## src/rtl/avalon_spi_master.sv

```systemverilog
// SPI master with an Avalon-MM register slave, single clock domain.
// Registers: 0 TXDATA (W), 1 RXDATA (R), 2 CONTROL (R/W), 3 STATUS (R/W1C).
// Ports: clk/reset (sync, active-high); av_* Avalon-MM slave with a
// combinational read path and wait_request; irq level interrupt;
// sclk/ss_n/mosi/miso SPI pins with runtime CPOL/CPHA, length and divider.
module avalon_spi_master #(
  parameter int unsigned DATA_W      = 32,
  parameter int unsigned NUM_SS      = 4,
  parameter int unsigned DEFAULT_DIV = 1
) (
  input  logic              clk,
  input  logic              reset,
  input  logic [7:0]        av_address,
  input  logic              av_chip_select,
  input  logic              av_read_n,
  input  logic              av_write_n,
  input  logic [31:0]       av_write_data,
  output logic [31:0]       av_read_data,
  output logic              av_wait_request,
  output logic              irq,
  input  logic              miso,
  output logic              sclk,
  output logic [NUM_SS-1:0] ss_n,
  output logic              mosi
);

  localparam int unsigned BW = 6;  // bit-count width (1..32)
  localparam int unsigned HW = 7;  // half-period index width (0..63)

  typedef enum logic [2:0] {S_IDLE, S_LEAD, S_SHIFT, S_TRAIL, S_GAP} state_t;

  state_t            state;
  logic              cpol, cpha, irq_en;
  logic [2:0]        ss_sel;
  logic [4:0]        len_m1;
  logic [7:0]        div;
  logic              busy, done, overrun;
  logic [DATA_W-1:0] rx_data, rx_shift;
  logic [31:0]       tx_data;
  logic [7:0]        cnt;
  logic [HW-1:0]     hp;
  logic [4:0]        ptr;

  // Bus decode
  logic mapped, wr, rd, wr_tx, wr_ctrl, wr_stat, rd_rx, accept, cpol_next;
  assign mapped  = av_chip_select && (av_address[7:2] == 6'd0);
  assign wr      = mapped && !av_write_n;
  assign rd      = mapped && !av_read_n;
  assign wr_tx   = wr && (av_address[1:0] == 2'd0);
  assign wr_ctrl = wr && (av_address[1:0] == 2'd2);
  assign wr_stat = wr && (av_address[1:0] == 2'd3);
  assign rd_rx   = rd && (av_address[1:0] == 2'd1);
  assign accept  = wr_tx && !busy;
  assign av_wait_request = wr_tx && busy;
  assign irq     = done && irq_en;
  assign cpol_next = (wr_ctrl && !busy) ? av_write_data[0] : cpol;

  // Effective transfer length, clamped to DATA_W
  logic [BW-1:0] len_p1, bits;
  logic [4:0]    bits_m1, bits_m2;
  logic [HW-1:0] last_hp;
  assign len_p1  = {1'b0, len_m1} + BW'(1);
  assign bits    = (len_p1 > BW'(DATA_W)) ? BW'(DATA_W) : len_p1;
  assign bits_m1 = 5'(bits - BW'(1));
  assign bits_m2 = 5'(bits - BW'(2));
  assign last_hp = {bits, 1'b0} - HW'(1);

  // SCLK edge events; hp is the SHIFT half-period being left at a tick
  logic tick, lead_edge, trail_edge, drive, sample;
  assign tick       = (cnt == 8'd0);
  assign lead_edge  = tick && ((state == S_LEAD) ||
                      ((state == S_SHIFT) && hp[0] && (hp != last_hp)));
  assign trail_edge = tick && (state == S_SHIFT) && !hp[0];
  // cpha=0 drives on trailing edges except the final one
  assign drive      = cpha ? lead_edge : (trail_edge && (hp != last_hp - HW'(1)));
  assign sample     = cpha ? trail_edge : lead_edge;

  // Read mux
  always_comb begin
    av_read_data = 32'd0;
    if (av_address[7:2] == 6'd0) begin
      case (av_address[1:0])
        2'd1:    av_read_data = 32'(rx_data);
        2'd2:    av_read_data = {div, 3'd0, len_m1, 5'd0, ss_sel, 5'd0, irq_en, cpha, cpol};
        2'd3:    av_read_data = {29'd0, overrun, done, busy};
        default: av_read_data = 32'd0;
      endcase
    end
  end

  // Registers and transfer sequencer
  always_ff @(posedge clk) begin
    if (reset) begin
      state    <= S_IDLE;
      cpol     <= 1'b0;
      cpha     <= 1'b0;
      irq_en   <= 1'b0;
      ss_sel   <= 3'd0;
      len_m1   <= 5'(DATA_W - 1);
      div      <= 8'(DEFAULT_DIV);
      busy     <= 1'b0;
      done     <= 1'b0;
      overrun  <= 1'b0;
      rx_data  <= '0;
      rx_shift <= '0;
      tx_data  <= 32'd0;
      cnt      <= 8'd0;
      hp       <= '0;
      ptr      <= 5'd0;
      sclk     <= 1'b0;
      ss_n     <= '1;
      mosi     <= 1'b0;
    end else begin
      // Transfer geometry is frozen while busy; irq_en stays writable
      if (wr_ctrl) begin
        irq_en <= av_write_data[2];
        if (!busy) begin
          cpol   <= av_write_data[0];
          cpha   <= av_write_data[1];
          ss_sel <= av_write_data[10:8];
          len_m1 <= av_write_data[20:16];
          div    <= av_write_data[31:24];
        end
      end
      // Software clears first so a same-cycle hardware set below wins
      if (wr_stat) begin
        if (av_write_data[1]) done    <= 1'b0;
        if (av_write_data[2]) overrun <= 1'b0;
      end
      if (rd_rx) done <= 1'b0;

      if (sample) rx_shift <= DATA_W'({rx_shift, miso});
      if (drive) begin
        mosi <= tx_data[ptr];
        ptr  <= ptr - 5'd1;
      end

      case (state)
        S_IDLE: begin
          sclk <= cpol_next;
          if (accept) begin
            state    <= S_LEAD;
            busy     <= 1'b1;
            cnt      <= div;
            hp       <= '0;
            tx_data  <= av_write_data;
            rx_shift <= '0;
            ptr      <= cpha ? bits_m1 : bits_m2;
            if (!cpha) mosi <= av_write_data[bits_m1];
            for (int unsigned i = 0; i < NUM_SS; i++)
              ss_n[i] <= (ss_sel != 3'(i));
          end
        end
        S_LEAD: begin
          if (!tick) cnt <= cnt - 8'd1;
          else begin
            cnt   <= div;
            sclk  <= ~sclk;
            hp    <= '0;
            state <= S_SHIFT;
          end
        end
        S_SHIFT: begin
          if (!tick) cnt <= cnt - 8'd1;
          else begin
            cnt <= div;
            if (hp == last_hp) state <= S_TRAIL;
            else begin
              sclk <= ~sclk;
              hp   <= hp + HW'(1);
            end
          end
        end
        S_TRAIL: begin
          if (!tick) cnt <= cnt - 8'd1;
          else begin
            cnt     <= div;
            state   <= S_GAP;
            ss_n    <= '1;
            rx_data <= rx_shift;
            done    <= 1'b1;
            overrun <= overrun | done;
          end
        end
        S_GAP: begin
          if (!tick) cnt <= cnt - 8'd1;
          else begin
            state <= S_IDLE;
            busy  <= 1'b0;
          end
        end
        default: state <= S_IDLE;
      endcase
    end
  end

endmodule
```

## config.mk

```make
export PLATFORM = sky130hd
export DESIGN_NAME = avalon_spi_master
export DESIGN_NICKNAME = d
export VERILOG_FILES = /design/src/rtl/avalon_spi_master.sv
export SDC_FILE = /design/constraint.sdc
export NUM_CORES = 1
export LEC_CHECK = 0
export BUFFER_PORTS_ARGS = -buffer_cell sky130_fd_sc_hd__buf_2
export CAP_MARGIN = 20
export CORE_ASPECT_RATIO = 0.7
export CORE_MARGIN = 4
export CORE_UTILIZATION = 42
export CTS_BUF_LIST = sky130_fd_sc_hd__clkbuf_4
export CTS_CLUSTER_DIAMETER = 120
export DETAILED_ROUTE_END_ITERATION = 8
export SLEW_MARGIN = 15
export SYNTH_ARGS = -nofsm -noshare
export SYNTH_HDL_FRONTEND = slang
export SYNTH_SLANG_ARGS = --single-unit
```

## constraint.sdc

```tcl
create_clock -name clk -period 6.6 [get_ports clk]
set_clock_uncertainty 0.2 [all_clocks]
set_input_delay 0.33 -clock clk [delete_from_list [all_inputs] [get_ports clk]]
set_output_delay 0.33 -clock clk [all_outputs]
set_load 0.02 [all_outputs]
```

==> results by stage, run 1 <==
Final layout:
- The share of the core filled with cells is 0.501.
- In the final layout, the multi-input gates occupy 4230 sq um.
- The layout cell share with drive strength beyond 1 is 0.165.
- The repair_antennas step left the layout with diodes totalling 0.
- The fill cell total of the finished layout is 1700.
- Registers take 2940 sq um.
- After the flow finishes, the layout carries non-filler instances totaling 1229.
- The final net count is 1039.
- After routing the design area is 8700 sq um.
- The area added between synthesis and finish is 15.7%.

Clocking:
- Buffers inserted during clock tree synthesis total 17.
- The clock tree from TritonCTS is yes.
- The clock transition at the registers of the reported paths is 0.15 ns.
- The total number of H-tree levels is 4.
- The clock net in this run drives a total of 147 sinks.
- Once the clock tree was built, the resizer swapped 0 gates to a different size.
- Clock latency on the worst-skew pair, taken at its later pin, is 0.57 ns.
- CTS placed an instance of clkbuf_4 at the clock tree root.
- No sink is reached through more buffers than the 2 on the longest clock path.

Synth:
- The post-synth net total is 955.
- In this run the cell area of the synthesized design comes to 7520 sq um.
- The number of instances in the synthesized netlist is 901.
- Each instance of the synthesized netlist takes up on average 8.35 sq um.
- By count the netlist is led by 172 x nand2_1, 147 x dfxtp_1, 91 x nor2_1.
- The number of different library cells used by synthesis comes to 68.
- For this run, asynchronously set or reset flops after synthesis account for 0.
- The share of the Yosys chip area taken by registers is 0.391.
- The number of enable flip-flop cells after synthesis is 0.
- The most frequent cell after synthesis is nand2_1.
- The share of synthesized area in the top cell type comes to 0.391.
- Sorting the synthesized cells by area gives the leading types as dfxtp_1 39%, nand2_1 8.6%, mux2i_1 7.6%.
- Counting flops and latches in the post-synthesis netlist gives 147.
- The largest area contributor in the netlist is dfxtp_1.
- The Yosys warning count is 0.
- The prevailing post-synth register cell is dfxtp_1.

Setup path:
- STA classifies the critical path endpoint as a flip-flop.
- The required time reported for the critical path endpoint is 6.86 ns.
- The endpoint of the lowest-slack register-to-register path is rx_shift[13]$_SDFF_PP0_.
- The cell depth of the worst flop-to-flop path is 13.
- The category of cells accounting for the largest share of critical-path delay is compound AO/OA/AOI/OAI gates.
- Of all nets on the critical path, the largest fanout is 17.
- The startpoint type of the worst setup path is a flip-flop.
- The startpoint identified for the worst register-to-register timing path is len_m1[0]$_SDFFE_PP1P_.
- The minimum setup slack among reg-to-reg paths is 1.93 ns.
- The most numerous cell type found on the critical path is ha_1.
- Among all stages on the critical path, the largest delay is contributed by o31ai_1.
- Data on the critical path arrives at its endpoint at 4.92 ns.
- The setup path with the least slack is of type flip-flop to flip-flop.
- Traced cell by cell, the critical path runs through buf_16 > ha_1 > o31ai_1 > ha_1 > and4b_1 > a211oi_2 > mux2_2 > a211oi_1 > o22a_4 > o21ai_4 > buf_4 > mux2i_1 > nor2_1.
- The buffers plus inverters on the worst setup path is 2.
- The largest single stage delay on the critical path is 0.57 ns.

Routing:
- The average routed wire per standard cell is 17.1 um.
- The number of vias per cell after detailed routing is 5.49.
- The count of antenna-violating nets left after detailed routing is 0.
- Before antenna repair, the detailed router went through 5 iterations.
- Summing over every cut layer, the via total after detailed routing is 6751.
- For this run, design rule violations remaining after detail routing come to 0.
- The routed design has 21100 um of wire.
- The iteration-0 DRC count of the detailed router is 570.

Power:
- The leakage power total is 3.13 nW.
- Of the total power, the clock network draws 0.383.
- The peak supply drop is 0.0861 mV.
- The internal power of the cells is 0.00117 W.
- The portion of total power attributed to combinational logic is 0.053.
- Of the total power, registers draw 0.564.
- Dividing total power by cell area gives a power density of 181 nW/um^2.
- Summed over all nets, the switching power comes to 0.000410 W.
- Of the total power, the share spent switching nets is 0.260.

Placed design:
- In this run the cell area measured after placement is 8010 sq um.
- The pre-CTS setup slack is 1.58 ns.
- The count of port buffers added during placement is 85.
- After detailed placement, the design holds a cell count of 1159.
- The routability congestion estimate from global placement is 0.881.
- The post-detailed-placement half-perimeter wirelength is 14800 um.

Global route:
- The global-route met2 utilization is 0.285.
- For this run the aggregate overflow at the end of global routing stands at 0.
- The overall global routing resource usage is 0.209.
- The most heavily used metal layer in global routing is met1.
- The pin count of the biggest net entering global routing is 51.
- The number of global-route vias before repair is 6053.
- The met3 demand-to-capacity share in global routing is 0.0398.
- The met1 global-route usage is 0.330.
- The initial antenna violation count is 0.
- The first-pass GRT wire length is 33800 um.

STA:
- The hold violation total from the final report is 0.
- Timing would allow up to 214 MHz.
- Setup repair after global routing left no endpoint under its margin.
- The worst pin sits at a relative slew slack of 0.245.
- For the pin with the worst max-slew slack, the measured transition is 1.13 ns.
- The sum of negative setup slack is 0 ns.
- The final number of max-transition violations came to 0.
- The share of the clock period used by the worst path is 0.707.
- The final worst-path setup slack is 1.93 ns.
- The worst path needs 4.67 ns of the cycle, external delays included.
- The final setup violation count is 0.

Run:
- The total of max-cap violations is 0.

Worst hold path:
- The kind of path behind the tightest hold check is primary input to flip-flop.
- The cell depth of the worst hold path is 4.
- The path with the worst hold slack has its endpoint at overrun$_SDFF_PP0_.
- The startpoint identified for the worst hold timing path is av_address[0].

Floorplanning:
- The starting utilization of the core area is 0.433.
- From left edge to right edge, the die measures 168 um.
- The die is 120 um tall.
- The floorplan step defined a die boundary enclosing 20100 sq um.
- In this run the standard cell core region covers 17400 sq um.
- The number of rows created at floorplan is 40.
- The count of boundary I/O pins is 86.

Status:
- The flow ran to the end, and the final reports show no timing, DRC or antenna violations.
==> final cells by class <==
cell class	instances	share of cell area
clock buffer	19	0.0164
clock inverter	13	0.0173
tap	231	0.0332
multi-input combinational	672	0.486
timing repair buffer	132	0.103
sequential	147	0.338
inverter	15	0.00647
==> cells by family after synthesis <==
group                      after synthesis  synth area share
and+or+nand+nor                        380             0.232
adders and majority gates                8            0.0133
DFF                                    147             0.391
buffers and inverters                   82            0.0491
muxes                                   81             0.139
xor gates and xnor gates                16            0.0186
AOI/OAI and AO/OA                      187             0.157
==> per-layer routing <==
metal	vias up	part of all wire	wire length (um)
met4	0	0.013	276
met5	-	0	0
met3	21	0.054	1150
met1	3213	0.53	11100
met2	174	0.40	8500
li1	3343	-	-
==> worst reg2reg max path: stages (launching register included) <==
cell and delay (ns):
dfxtp_1 0.49, buf_16 0.24, ha_1 0.36, o31ai_1 0.58
ha_1 0.34, and4b_1 0.22, a211oi_2 0.29, mux2_2 0.20
a211oi_1 0.06, o22a_4 0.31, o21ai_4 0.57, buf_4 0.43
mux2i_1 0.23, nor2_1 0.06
==> registers in the layout, indices dropped and copies added, names as in the netlist, 5 cells and up <==
| signal | count |
|---|---|
| rx_data | 32 |
| rx_shift | 32 |
| len_m1 | 5 |
| tx_data | 32 |
| div | 8 |
| hp | 7 |
| cnt | 8 |
| ptr | 5 |
==> per-stage QoR <==
step	power [W]	hold slack [ns]
global placement	0.000973	0.235
CTS	0.00159	0.00233
global route	0.00163	0.0735
detailed placement	0.000973	0.240
finish	0.00158	0.0396
floorplan	0.000940	0.227
==> power groups by stage <==
stage	logic [W]	clock network [W]	registers (W)
2_1_floorplan	0.0000324	0	0.000908
3_3_place_gp	0.0000655	0	0.000908
3_5_place_dp	0.0000646	0	0.000908
4_1_cts	0.0000816	0.000622	0.000889
5_1_grt	0.0000891	0.000655	0.000889
6_report	0.0000828	0.000604	0.000888
==> worst max-delay path by stage <==
stage	startpoint	end	slack [ns]	depth (start not counted)
detailed placement	len_m1[0]$_SDFFE_PP1P_	rx_shift[13]$_SDFF_PP0_	1.58	13
global route	len_m1[0]$_SDFFE_PP1P_	rx_shift[13]$_SDFF_PP0_	1.60	14
CTS	len_m1[0]$_SDFFE_PP1P_	rx_shift[13]$_SDFF_PP0_	1.57	13
floorplan	len_m1[0]$_SDFFE_PP1P_	ptr[3]$_SDFF_PP0_	2.81	12
finish	len_m1[0]$_SDFFE_PP1P_	rx_shift[13]$_SDFF_PP0_	1.93	13
global placement	len_m1[0]$_SDFFE_PP1P_	rx_shift[5]$_SDFF_PP0_	1.69	13
==> placed cells by master, fill, tap and decap left out, types with 9 or more instances in the layout <==
cell | Yosys | layout
mux4_2 | 18 | 18
a22oi_1 | 22 | 22
nor3_1 | 9 | 9
buf_4 | 14 | 10
nor2_1 | 91 | 90
dlygate4sd3_1 | 0 | 37
dfxtp_1 | 147 | 147
nand3_1 | 20 | 20
nand2_1 | 172 | 172
inv_1 | 14 | 14
clkbuf_4 | 0 | 19
buf_2 | 7 | 84
a21oi_1 | 89 | 89
mux2i_1 | 57 | 57
o21ai_0 | 21 | 21
and2_1 | 22 | 22
==> repair_timing <==
item / 4_1_cts / 5_1_grt
hold endpoints to repair: 55 / 0
setup buffers: 0 / 0
hold buffers: 37 / 0
Note: power is estimated with default switching activity, not from simulation.
==> run 2: changes to the inputs <==
Settings changed: ABC_AREA from default to 1.
Clock period 6.6 ns to 4.8 ns, I/O delays scaled along.
==> run 2 against run 1 <==
  * Cell count up 15%
  * Die area decreased by 1.7%
  * Core utilization down 0.38 points
  * Flip-flop and latch count is the same
  * Synthesized cell count grew 19%
  * Maximum frequency grew 13%
  * Combinational power rose to 10 times the previous value
  * First-iteration DRC count is 32% higher
==> results by stage, run 2 <==
Status:
- The flow ran to the end, and the final reports show no timing, DRC or antenna violations.

Global route:
- The number of global-route vias before repair is 6584.
- For this run, the total global-route usage over all layers was measured as 0.216.
- After global routing the overflow that remains totals 0.
- The first global-routing pass estimated 34800 um of wire.
- The initial antenna violation count is 1.
- Entering global routing, the biggest net connects 71 pins.

Synth:
- The number of distinct library cell variants in the gate-level netlist after synthesis is 42.
- The synthesized design contains 0 enable-type register cells.
- dfxtp_1 takes more of the synthesized area than any other cell.
- By count the netlist is led by 164 x o21ai_0, 147 x dfxtp_1, 143 x nor2_1.
- When the netlist entered floorplanning its net count stood at 1128.
- After synthesis, the mean cell area works out to 6.88 sq um.
- The most frequent cell after synthesis is o21ai_0.
- For this run, the register share of the synthesized area comes to 0.398.
- The share of the synthesized area in the top cell type is 0.398.
- The number of instances in the synthesized netlist is 1074.
- The flip-flop and latch count after synthesis is 147.
- In the post-synthesis netlist, the biggest area contributors are dfxtp_1 40%, o21ai_0 11%, a21oi_1 8.2%.
- The proportion of register bits with asynchronous set or reset after synthesis is 0.
- The most used flip-flop cell after synthesis is dfxtp_1.
- Summing every instance area after synthesis gives 7390 sq um.
- During synthesis, Yosys emitted a total of 0 warnings.

Placed design:
- The routability congestion estimate from global placement is 0.884.
- After legalization and detailed placement, the total HPWL measured 14900 um.
- The count of port buffers added during placement is 85.

Floorplanning:
- The initialized floorplan defines 40 standard-cell rows.
- The die covers 19800 sq um.
- In this run the horizontal extent of the chip is 167 um.
- The die span in y is 119 um.
- The initial utilization of the core area, before any placement, comes to 0.429.
- The area inside the core boundary is 17200 sq um.
- In this run the count of I/O pins placed on the die edge is 86.

Final layout:
- The net count of the finished layout is 1222.
- Leaving out fill and tap cells, the most frequent cells in the layout are 164 x o21ai_0, 147 x dfxtp_1, 142 x nor2_1.
- The area added between synthesis and finish is 15.9%.
- The layout cell share with drive strength beyond 1 is 0.124.
- At the end of the flow the core is filled with cells to 0.497.
- The most common cell after layout, fill and taps aside is o21ai_0.
- The largest registers in the layout are rx_data (32), rx_shift (32), tx_data (32).
- The fill cell total of the finished layout is 1797.

Power:
- The internal power of the cells is 0.00188 W.
- The register share of total power is 0.480.
- Of the total power, the share spent switching nets is 0.376.
- The share of total power dissipated in the clock network is 0.240.
- The peak supply drop is 0.219 mV.
- The net load switching power is 0.00113 W.
- The power density of the placed cells is 351 nW/um^2.
- Summed over all cells, the static leakage comes to 3.70 nW.
- The share of total power dissipated in combinational logic is 0.281.

STA:
- The fmax is 243 MHz.
- Adding up every negative setup slack in the final design gives 0 ns.
- The smallest clock period supported by the final layout is computed as 4.12 ns.
- At the pin with the least slew margin, the transition time is 0.938 ns.
- Setup repair after global routing left no endpoint under its margin.
- The hold violation total from the final report is 0.
- The final setup violation count is 0.
- The final number of max-transition violations is 0.
- Of the available clock period, the critical path in the final layout requires 0.858.
- The headroom to the max-slew limit is 0.373.

Setup path:
- In this run the worst path has a maximum fanout of 33.
- The startpoint type of the worst setup path is a flip-flop.
- The category of the worst setup path capture point is a flip-flop.
- The required time reported for the critical path endpoint is 5.09 ns.
- By startpoint and endpoint, the worst setup path is classified as flip-flop to flip-flop.
- At the worst endpoint, the arrival time is 4.40 ns.

Clocking:
- The number of clock buffers added by TritonCTS is 17.
- The largest buffer count on any clock path is 2.
- The clock transition at the registers of the reported paths is 0.14 ns.
- The total number of H-tree levels is 4.
- In this run the clock root is driven by a clkbuf_4.
- The clock insertion delay at the later pin of the skew report is 0.54 ns.
- The sink count of the clock tree is 147.
- The clock tree from TritonCTS is yes.

Routing:
- The first TritonRoute pass finished after 6 iterations.
- The number of vias per cell after detailed routing is 5.16.
- The count of antenna-violating nets left after detailed routing is 0.
- The iteration-0 DRC count of the detailed router is 755.
- In the final routed layout, each cell accounts on average for 15.4 um.
- Across all layers, the routed design uses 7286 vias.
- After detailed routing, the total wire length is 21700 um.
- In the routed design, unresolved DRC markers number 0.

Worst hold path:
- The kind of path behind the tightest hold check is flip-flop to flip-flop.

Run:
- Max-cap violations in this run came to 0.
-- run 2: cell count changes after synthesis, moves of 11 or more --
cell | previous run | this run
o21ai_0 | 21 | 164
inv_1 | 14 | 132
nand2_1 | 172 | 113
mux2i_1 | 57 | 0
nor2_1 | 91 | 143
nand3_1 | 20 | 55
a21oi_1 | 89 | 121
and2_1 | 22 | 0
a22oi_1 | 22 | 1
mux4_2 | 18 | 0
nor3_1 | 9 | 23
a211oi_1 | 2 | 13
-- run 2: metrics by stage --
stage	hold WS [ns]	power [W]	setup slack [ns]	std cells	cell area (sq um)
2_1_floorplan	0.153	0.00204	1.79	1074	7390
3_3_place_gp	0.234	0.00227	0.925	1340	7920
3_5_place_dp	0.236	0.00227	0.759	1340	7920
4_1_cts	0.212	0.00301	0.717	1412	8560
5_1_grt	0.205	0.00320	0.338	1413	8560
6_report	0.254	0.00300	0.682	1413	8560
-- run 2: routing by layer --
metal	routed length, um	track usage
met1	11500	0.328
met2	8900	0.320
met3	1160	0.0382
met4	143	0.0450
met5	0	0
-- run 2: layout make-up --
type | count | area (sq um) | share of cell area
Clock inverter | 15 | 115 | 0.0134
Multi-Input combinational cell | 728 | 3660 | 0.428
Antenna cell | 1 | 2.50 | 0.000292
Sequential cell | 147 | 2940 | 0.344
Tap cell | 231 | 289 | 0.0338
Inverter | 139 | 524 | 0.0612
Timing Repair Buffer | 135 | 901 | 0.105
Clock buffer | 17 | 128 | 0.0149
-- run 2: worst max-delay path, stage by stage, from the launching register on --
cell	delay, ns
dfxtp_1	0.49
nand2_1	0.13
nor2_4	0.14
nand2_4	0.09
o21ai_0	0.50
ha_1	0.58
xnor2_1	0.24
nor2_1	0.13
nand3_1	0.09
nor2_2	0.17
nand2_4	0.09
nand3_2	0.07
nand2_2	0.07
nand3_2	0.08
nand2_4	0.20
inv_2	0.49
o21ai_0	0.17
nor2_1	0.10
-- run 2: logic make-up after synthesis --
group | share of synthesized area
AOI/OAI and AO/OA | 0.248
xor gates and xnor gates | 0.0202
adders and majority gates | 0.0136
buffers and inverters | 0.107
DFF | 0.398
and+or+nand+nor | 0.213
-- run 2: path summary, 6_finish.rpt --
kind / start / endpoint / slack, ns / cells past startpoint
setup / recovery: len_m1[2]$_SDFFE_PP1P_ / rx_shift[23]$_SDFF_PP0_ / 0.68 / 17
hold / removal: rx_data[9]$_SDFFE_PP0P_ / rx_data[9]$_SDFFE_PP0P_ / 0.25 / 2
setup reg to reg: len_m1[2]$_SDFFE_PP1P_ / rx_shift[23]$_SDFF_PP0_ / 0.68 / 17
hold reg to reg: rx_data[9]$_SDFFE_PP0P_ / rx_data[9]$_SDFFE_PP0P_ / 0.25 / 2
-- run 2: timing repair --
item	4_1_cts	5_1_grt
endpoints found under the hold margin	58	0
setup buffers	0	0
gates resized for setup	0	0
hold buffers	40	0
-- run 2: power groups by stage --
stage / Clock [W] / Sequential [W] / Combinational [W]
after floorplan: 0 / 0.00143 / 0.000610
after global placement: 0 / 0.00147 / 0.000797
after detailed placement: 0 / 0.00147 / 0.000802
after CTS: 0.000739 / 0.00144 / 0.000832
after global routing: 0.000790 / 0.00146 / 0.000954
final: 0.000720 / 0.00144 / 0.000843
==> run 3: changes to the inputs <==
Clock period 4.8 ns to 3.7 ns, I/O delays scaled along.
==> run 3 against run 2 <==
  * Count of clock-buffer cells in the layout stayed put
  * Wire length down 0.40%
  * Highest routed layer unchanged
  * Critical path depth increased by 1
  * Largest cell class unchanged
  * Global-route usage is 0.16 points higher
  * Clock power up 44%
  * Combinational power grew 30%
  * Cell count rose by 0.64%
  * First-iteration DRC count fell by 32%
  * Die area is the same
==> results by stage, run 3 (synthesis results as in run 2) <==
Final layout:
- In the layout the commonest cells are 164 x o21ai_0, 147 x dfxtp_1, 142 x nor2_1.
- The largest registers in the layout are rx_data (32), rx_shift (32), tx_data (32).
- The final net count is 1231.
- The area added between synthesis and finish is 17.5%.
- The library cell used most frequently in the layout, excluding fill and tap cells, is o21ai_0.
- The layout cell share with drive strength beyond 1 is 0.131.
- Measured on the finished design, the core utilization comes to 0.504.
- The final design instance area without fill is 8680 sq um.

Power:
- The portion of total power attributed to combinational logic is 0.274.
- Of the total power, the share spent switching nets is 0.372.
- The internal portion of the total power is 0.00252 W.
- Dividing total power by cell area gives a power density of 463 nW/um^2.
- The peak supply drop is 0.311 mV.
- In this run the static leakage power is 3.77 nW.
- The register share of total power is 0.466.
- Summed over all nets, the switching power comes to 0.00150 W.
- The clock group share of total power is 0.260.

Setup path:
- The arrival time reported for the critical path endpoint is 3.55 ns.
- The startpoint type of the worst setup path is a flip-flop.
- The kind of critical path is flip-flop to flip-flop.
- Data on the critical path is required at its endpoint by 3.95 ns.
- The highest fanout seen on the critical path is 6.
- STA classifies the critical path endpoint as a flip-flop.

Clocking:
- The clock insertion delay at the later pin of the skew report is 0.57 ns.
- TritonCTS created 17 clock buffers.
- The clock tree from TritonCTS is yes.
- The sink count of the clock tree is 147.
- The longest clock path from root to sink contains 2 buffers.
- The total number of H-tree levels is 4.
- The cell sitting at the root of the clock tree is a clkbuf_4.
- Clock-pin slew was measured on the worst setup and hold paths at 0.13 ns.

Placed design:
- The count of port buffers added during placement is 85.
- Summing all placed instances gives a cell area of 7970 sq um.
- The post-detailed-placement half-perimeter wirelength is 15200 um.
- The routability congestion estimate from global placement is 0.928.

STA:
- At the pin with the least slew margin, the transition time is 0.840 ns.
- After routing, the total negative slack on setup checks comes to 0 ns.
- The share of the clock period used by the worst path is 0.893.
- The final number of max-transition violations is 0.
- The final setup violation count is 0.
- The final critical delay including setup and external delays is 3.30 ns.
- Setup repair after global routing left no endpoint under its margin.
- In this run the tightest slew margin relative to its limit is 0.439.
- The hold violation total from the final report is 0.
- The fmax is 303 MHz.
- The tightest hold path in the finished design has a slack of 0.175 ns.

Global route:
- The pin count of the biggest net entering global routing is 71.
- For this run, the total global-route usage over all layers was measured as 0.218.
- The number of global-route vias before repair is 6670.
- The first-pass GRT wire length is 35400 um.
- The total overflow left after global routing is 0.
- The initial antenna violation count is 1.

Routing:
- The number of vias per cell after detailed routing is 5.14.
- The first detailed-routing pass took 7 iterations.
- The vias after detailed routing is 7315.
- The final wirelength is 21600 um.
- After detailed routing, the average wire length per cell comes to 15.2 um.
- In this run the remaining antenna-violating nets after routing total 0.
- The iteration-0 DRC count of the detailed router is 517.
- The residual DRC count is 0.

Status:
- The flow ran to the end, and the final reports show no timing, DRC or antenna violations.

Floorplanning:
- The area inside the core boundary is 17200 sq um.
- In this run the horizontal extent of the chip is 167 um.
- The die span in y is 119 um.
- The number of rows created at floorplan is 40.
- The initial utilization of the core area, before any placement, comes to 0.429.
- The die covers 19800 sq um.
- 86 I/O pins were placed.

Worst hold path:
- The kind of path behind the tightest hold check is primary input to flip-flop.

Run:
- The total of max-cap violations is 0.
## run 3: cell type report
class,instances,area (sq um)
Inverter,139,529
Timing Repair Buffer,144,973
Tap cell,231,289
Antenna cell,1,2.50
Clock buffer,17,128
Fill cell,1780,8530
Sequential cell,147,2940
Multi-Input combinational cell,728,3660
Clock inverter,15,156
## run 3: through the flow
stage / std cells / worst slack [ns] / power (W)
after global placement: 1347 / 0.292 / 0.00294
after global routing: 1422 / 0.0102 / 0.00429
after detailed placement: 1347 / 0.217 / 0.00295
after CTS: 1421 / 0.211 / 0.00403
final: 1422 / 0.398 / 0.00402
after floorplan: 1074 / 0.685 / 0.00265
## run 3: path summary, 6_finish.rpt
path	startpoint	endpoint	slack, ns	cells after the start
setup / recovery	len_m1[1]$_SDFFE_PP1P_	state[2]$_SDFFE_PP0P_	0.40	18
hold / removal	miso	rx_shift[0]$_SDFF_PP0_	0.17	4
setup reg to reg	len_m1[1]$_SDFFE_PP1P_	state[2]$_SDFFE_PP0P_	0.40	18
hold reg to reg	rx_data[31]$_SDFFE_PP0P_	rx_data[31]$_SDFFE_PP0P_	0.25	2
## run 3: power by group through the flow
stage	combinational [W]	sequential, W	clock [W]
final	0.00110	0.00187	0.00104
after global routing	0.00126	0.00189	0.00114
after CTS	0.00109	0.00187	0.00107
after detailed placement	0.00104	0.00190	0
after global placement	0.00104	0.00191	0
after floorplan	0.000792	0.00186	0
## run 3: critical path: stages (launching register included)
cell	delay, ns
dfxtp_1	0.46
ha_1	0.25
nand2_1	0.07
inv_1	0.09
o21ai_0	0.09
buf_4	0.16
ha_1	0.19
nand2_1	0.07
nand2_1	0.08
nand3_1	0.11
nand2_1	0.10
nand2_1	0.09
nand3_1	0.08
nor2_2	0.18
nand2_4	0.09
o21ai_0	0.29
o211ai_1	0.27
o21ai_0	0.26
a21oi_1	0.06
## run 3: routing by layer
layer / track usage / routed length (um)
met5: 0 / 0
met4: 0.0383 / 178
met3: 0.0521 / 1460
met2: 0.309 / 8830
met1: 0.336 / 11200
## run 3: repair_timing
action	in CTS	in global routing
buffers inserted	0	0
endpoints found under the hold margin	67	0
hold buffers	42	0
setup endpoints to repair	0	32
gates resized for setup	0	3
